**src/rtl/vga_frame_reader.sv**
```systemverilog
// rtl/vga_frame_reader.sv - VGA scan of a 160x120 RGB332 frame RAM with 4x4 pixel replication
// Optional feature macro: VGA_TEST_PATTERN_EN (colour bars on visible pixels while the latched enable is low)
module vga_frame_reader #(
  parameter int CLK_DIV   = 4,
  parameter int H_VISIBLE = 640,
  parameter int H_FRONT   = 16,
  parameter int H_SYNC    = 96,
  parameter int H_BACK    = 48,
  parameter int V_VISIBLE = 480,
  parameter int V_FRONT   = 10,
  parameter int V_SYNC    = 2,
  parameter int V_BACK    = 33,
  parameter int IMG_W     = 160
) (
  input  logic        clk,
  input  logic        rst,
  input  logic [7:0]  pixel_data,
  input  logic        display_enable,
  output logic [14:0] read_addr,
  output logic        hsync,
  output logic        vsync,
  output logic [2:0]  red,
  output logic [2:0]  green,
  output logic [1:0]  blue,
  output logic        frame_start
);

  localparam int H_TOTAL  = H_VISIBLE + H_FRONT + H_SYNC + H_BACK;
  localparam int V_TOTAL  = V_VISIBLE + V_FRONT + V_SYNC + V_BACK;
  localparam int HS_START = H_VISIBLE + H_FRONT;
  localparam int HS_END   = HS_START + H_SYNC - 1;
  localparam int VS_START = V_VISIBLE + V_FRONT;
  localparam int VS_END   = VS_START + V_SYNC - 1;
  localparam int DW       = $clog2(CLK_DIV);
  localparam int HW       = $clog2(H_TOTAL);
  localparam int VW       = $clog2(V_TOTAL);

  logic [DW-1:0] div;
  logic [HW-1:0] h;
  logic [HW-1:0] h_next;
  logic [VW-1:0] v;
  logic [VW-1:0] v_next;
  logic          tick;
  logic          line_end;
  logic          frame_end;
  logic          vis_cur;
  logic          vis_next;
  logic          hsync_cur;
  logic          vsync_cur;
  logic [14:0]   addr_next;
  logic [2:0]    red_cur;
  logic [2:0]    green_cur;
  logic [1:0]    blue_cur;
  logic          en_lat;

  assign tick      = (div == DW'(CLK_DIV - 1));
  assign line_end  = (h == HW'(H_TOTAL - 1));
  assign frame_end = line_end && (v == VW'(V_TOTAL - 1));

  // Position the scan moves to on the coming tick
  always_comb begin
    h_next = h + 1'b1;
    v_next = v;
    if (line_end) begin
      h_next = '0;
      v_next = (v == VW'(V_TOTAL - 1)) ? '0 : v + 1'b1;
    end
  end

  // RAM address for the new position; each stored pixel covers a 4x4 screen block
  assign vis_next  = (h_next < HW'(H_VISIBLE)) && (v_next < VW'(V_VISIBLE));
  assign addr_next = vis_next ? ((15'(v_next) >> 2) * 15'(IMG_W) + (15'(h_next) >> 2)) : '0;

  // Sync levels for the pixel currently being left
  assign vis_cur   = (h < HW'(H_VISIBLE)) && (v < VW'(V_VISIBLE));
  assign hsync_cur = !((h >= HW'(HS_START)) && (h <= HW'(HS_END)));
  assign vsync_cur = !((v >= VW'(VS_START)) && (v <= VW'(VS_END)));

`ifdef VGA_TEST_PATTERN_EN
  localparam int BAR_W = H_VISIBLE / 8;
  logic [2:0] bar_idx;
  assign bar_idx = 3'(h / HW'(BAR_W));
`endif

  // Colour for the pixel being left: RAM data only when visible and the frame enable is latched
  always_comb begin
    red_cur   = '0;
    green_cur = '0;
    blue_cur  = '0;
    if (vis_cur && en_lat) begin
      red_cur   = pixel_data[7:5];
      green_cur = pixel_data[4:2];
      blue_cur  = pixel_data[1:0];
    end
`ifdef VGA_TEST_PATTERN_EN
    else if (vis_cur) begin
      red_cur   = {3{bar_idx[2]}};
      green_cur = {3{bar_idx[1]}};
      blue_cur  = {2{bar_idx[0]}};
    end
`endif
  end

  // Pixel-clock divider producing one tick every CLK_DIV clocks
  always_ff @(posedge clk) begin
    if (rst || tick) begin
      div <= '0;
    end else begin
      div <= div + 1'b1;
    end
  end

  // Scan counters, RAM address and the one-tick-delayed sync/colour outputs
  always_ff @(posedge clk) begin
    if (rst) begin
      h           <= '0;
      v           <= '0;
      read_addr   <= '0;
      hsync       <= 1'b1;
      vsync       <= 1'b1;
      red         <= '0;
      green       <= '0;
      blue        <= '0;
      en_lat      <= 1'b0;
      frame_start <= 1'b0;
    end else begin
      frame_start <= 1'b0;
      if (tick) begin
        h         <= h_next;
        v         <= v_next;
        read_addr <= addr_next;
        hsync     <= hsync_cur;
        vsync     <= vsync_cur;
        red       <= red_cur;
        green     <= green_cur;
        blue      <= blue_cur;
        if (frame_end) begin
          en_lat      <= display_enable;
          frame_start <= 1'b1;
        end
      end
    end
  end

endmodule
```
**config.mk**
```make
export PLATFORM = sky130hd
export DESIGN_NAME = vga_frame_reader
export DESIGN_NICKNAME = d
export VERILOG_FILES = /design/src/rtl/vga_frame_reader.sv
export SDC_FILE = /design/constraint.sdc
export NUM_CORES = 1
export LEC_CHECK = 0
export ABC_AREA = 1
export ABC_CLOCK_PERIOD_IN_PS = 5400
export BUFFER_PORTS_ARGS = -buffer_cell sky130_fd_sc_hd__buf_2
export CORE_ASPECT_RATIO = 0.75
export CORE_MARGIN = 5
export CORE_UTILIZATION = 50
export DETAILED_ROUTE_END_ITERATION = 7
export GPL_ROUTABILITY_DRIVEN = 0
export PLACE_DENSITY = 0.71
export SYNTH_ARGS = -nofsm -noshare
export SYNTH_HDL_FRONTEND = slang
export SYNTH_SLANG_ARGS = --single-unit
export TNS_END_PERCENT = 20
```
**constraint.sdc**
```tcl
create_clock -name clk -period 5.4 [get_ports clk]
set_input_delay 0.54 -clock clk [delete_from_list [all_inputs] [get_ports clk]]
set_output_delay 0.54 -clock clk [all_outputs]
set_load 0.005 [all_outputs]
```
==> parameters.txt <==
Parameter                              Value

Floorplanning
  Site row count ... 24
  Effective utilization at floorplan ... ~50%
  Height of the chip ... around 77 microns
  X dimension of the die ... about 100 microns
  Area enclosed by the die boundary ... 7560 sq um
  Count of boundary I/O pins ... 37
  Core footprint ... between 5000 and 6000 sq um

Critical path
  Cell seen most often among critical-path stages ... sky130_fd_sc_hd__nand2_1
  Endpoint kind of the worst setup timing path ... register
  Endpoint arrival time on the critical path ... 4.31 ns
  Cells along the critical path ... ha_1, nand2_2, nor2_4, nand2_2, nor2_2, nand2_1, nand3b_1, inv_1, ha_1, ha_1, inv_1, fa_1, nor2_1, nand3_1, nand2_1, nand2_1, nor2_1, nand3_1, inv_1, nand3_1, nand4_1, nand2_1
  Classification of the worst setup path ... register to register
  Worst path max stage delay ... 0.47 ns
  Cell with the largest stage delay on the worst path ... sky130_fd_sc_hd__nor2_2
  Data required time at the worst endpoint ... approximately 5.6 ns
  Type of element launching the critical path ... register
  Largest driver fanout on the critical path ... 11

Hold path
  Path class of the lowest-slack min-delay path ... register to register

Routing
  Initial detailed-routing violation count ... 151
  WL/cell ... about 12 microns
  Antenna Nets Post-Route ... 0
  Number of optimization iterations in the first detailed-route pass ... 5
  Final WL ... 6.84 mm
  Via density ... 5.17
  DR vias ... approximately 2900
  DRC Markers ... 0

Synth
  Mapped cell area ... 2960 sq um
  Syn_nets ... 465
  Cell types occupying the most area after synthesis ... sky130_fd_sc_hd__dfxtp_1 33%, sky130_fd_sc_hd__nand2_1 17%, sky130_fd_sc_hd__inv_1 8.3%, sky130_fd_sc_hd__ha_1 6.8%, sky130_fd_sc_hd__nand3_1 5.4%
  Number of synthesized register bits ... 49
  Count of flip-flops with a built-in enable after synthesis ... 0
  Main combinational cell family by area after synthesis ... simple AND/OR/NAND/NOR gates
  Dominant synthesized flop cell ... sky130_fd_sc_hd__dfxtp_1
  Share of the synthesized area in the top cell type ... between 30% and 40%
  Multiplexer share of the synthesized area ... 0%
  Post-synthesis cell type with the largest combined area ... sky130_fd_sc_hd__dfxtp_1
  Sequential fraction of the synthesis area ... 33.2%
  Share of flip-flops with an asynchronous set or reset after synthesis ... 0%
  Synthesized-area fraction occupied by xor and xnor cells ... 1.19%
  Total of warnings raised by yosys ... 0
  Fraction of the mapped netlist area in simple logic gates ... 36.2%
  Average instance area after synthesis ... 6.78 sq um
  Number of library cell types mapped by synthesis ... 34
  Fraction of the mapped netlist area in adder cells ... under 10%
  Compound-gate portion of the synthesized area ... 11.5%
  Number of standard cells after synthesis ... roughly 440

Placement
  Area of placed instances ... ~3200 sq um
  Detailed placement HPWL ... 5.18 mm
  Port Buffers ... 36
  Worst setup slack before clock tree synthesis ... 1.33 ns
  Number of instances in the placed design ... 545

Clock network
  Htree depth ... 2
  Worst skew pair latency ... about 0.30 ns
  Post-cts gate resize count ... 0
  Buffers inserted during post-CTS setup optimization ... 0
  Clock tree root driver cell ... sky130_fd_sc_hd__clkbuf_8
  Clock-pin transition on the worst setup and hold timing paths ... roughly 0.090 ns
  Clock tree from TritonCTS ... yes
  Sinks on the clock net ... 49
  CTS Buffer Depth ... 2
  Number of clock buffers inserted by TritonCTS ... 5
  Count of hold-fix buffers inserted at cts ... 0

STA
  Final critical-path share of the clock period ... 76.1%
  Final Worst Setup Slack ... 1.29 ns
  Relative slew margins ... a little under three fifths
  Min Tclk post-route ... 4.11 ns
  RSZ-0062 raised after global routing ... no
  Setup violations, final ... 0
  TNS Setup ... 0 ns
  Worst-case clock skew ... 0.00641 ns
  Measured slew at the worst slew-check pin ... 0.666 ns
  Total count of hold-check failures in the final report ... 0
  Final count of pins violating max slew ... 0
  Achievable frequency ... 243 MHz

Layout
  Antenna Diode Count ... 0
  Layout cells sized above 1 ... 15.2%
  Final net count ... 503
  Layout overhead on the synthesized area ... 11.6%
  End-of-flow core utilization ... about 57%
  Final instance area ... between 3000 and 4000 sq um
  Number of standard cells in the final layout excluding fillers ... 553

GRT
  Number of global-route vias before repair ... 2491
  Combined global-route utilization of all metal layers ... around 18%
  Largest net degree at the start of global routing ... 26
  First-pass GRT wire length ... roughly 12 mm
  Antenna violations before repair ... 0
  GRT overflow ... 0

Outcome
  Status ... completed

Power
  Power per standard cell area ... 183 nW/um^2
  Pleak ... ~1.6 nW
  Maximum ir drop on the vdd rail ... ~0.16 mV

Flow run
  Max-cap violations ... 0
-- kinds of logic after synthesis --
family | count (synthesis)
buffers and inverters | 74
and+or+nand+nor | 236
adders and majority gates | 18
AOI/OAI and AO/OA | 55
DFF | 49
xor gates and xnor gates | 4
-- per-layer routing --
layer  GRT usage (%)  vias up  part of all wire [%]
met5               0        -                     0
met4            2.05        0                  0.44
met3            3.84        4                   6.1
li1                -     1483                     -
met1            28.1     1276                    50
met2            27.1       96                    44
-- flip-flops by register name (all words and copies together), names as in the netlist --
register,cells
frame_start,1
blue,2
en_lat,1
green,3
div,2
v,10
vsync,1
hsync,1
red,3
h,10
read_addr,15
-- worst max-delay path, delay by kind of cell (launching register included) --
family	cells	cell delay, ns
AND/OR/NAND/NOR	15	2.27
flip-flops	1	0.38
buffers and inverters	3	0.22
adder cells (fa/ha/maj)	4	1.14
-- synthesized netlist by cell type (all sizes together), types with 2 or more instances --
master    n
dfxtp    49
or2       3
inv      66
o22ai    10
nand2   137
nand3    35
a21oi     9
o21ai    30
nor2     40
clkbuf    6
ha       16
xor2      3
nor3      3
o211ai    2
nand4    15
nand3b    3
fa        2
-- through the flow --
stage / hold WS [ns] / power, W
final: 0.431 / 0.000603
after global routing: 0.440 / 0.000633
after CTS: 0.437 / 0.000609
after detailed placement: 0.423 / 0.000397
after global placement: 0.408 / 0.000397
after floorplan: 0.399 / 0.000387
-- power by group --
part | total (W) | switching, W | internal (W)
Sequential | 0.000365 | 0.00000127 | 0.000364
Clock | 0.000215 | 0.000123 | 0.0000920
Combinational | 0.0000238 | 0.0000168 | 0.00000708
-- final timing paths --
| path | slack, ns | cells after the start | end | from |
|---|---|---|---|---|
| worst max-delay path | 1.29 | 22 | read_addr[14] | h[1] |
| worst min-delay path | 0.43 | 1 | div[0] | div[0] |
| worst max register to register | 1.29 | 22 | read_addr[14] | h[1] |
| worst min register to register | 0.43 | 1 | div[0] | div[0] |
-- final cells by class --
type | instances | area [sq um]
Timing Repair Buffer | 38 | 195
Clock inverter | 1 | 7.51
Sequential cell | 49 | 981
Tap cell | 78 | 97.6
Fill cell | 569 | 2470
Multi-Input combinational cell | 313 | 1690
Inverter | 67 | 254
Clock buffer | 7 | 76.3
-- layout by cell type, fill, tap and decap left out, types with 8 or more instances in the layout --
cell,synthesis,final
sky130_fd_sc_hd__o22ai_1,10,10
sky130_fd_sc_hd__nand3_1,32,32
sky130_fd_sc_hd__a21oi_1,8,8
sky130_fd_sc_hd__nor2_1,35,35
sky130_fd_sc_hd__nand2_1,130,130
sky130_fd_sc_hd__o21ai_0,23,23
sky130_fd_sc_hd__ha_1,16,16
sky130_fd_sc_hd__inv_1,65,65
sky130_fd_sc_hd__nand4_1,14,14
sky130_fd_sc_hd__buf_2,0,36
sky130_fd_sc_hd__dfxtp_1,49,49
Note: power is estimated with default switching activity, not from simulation.
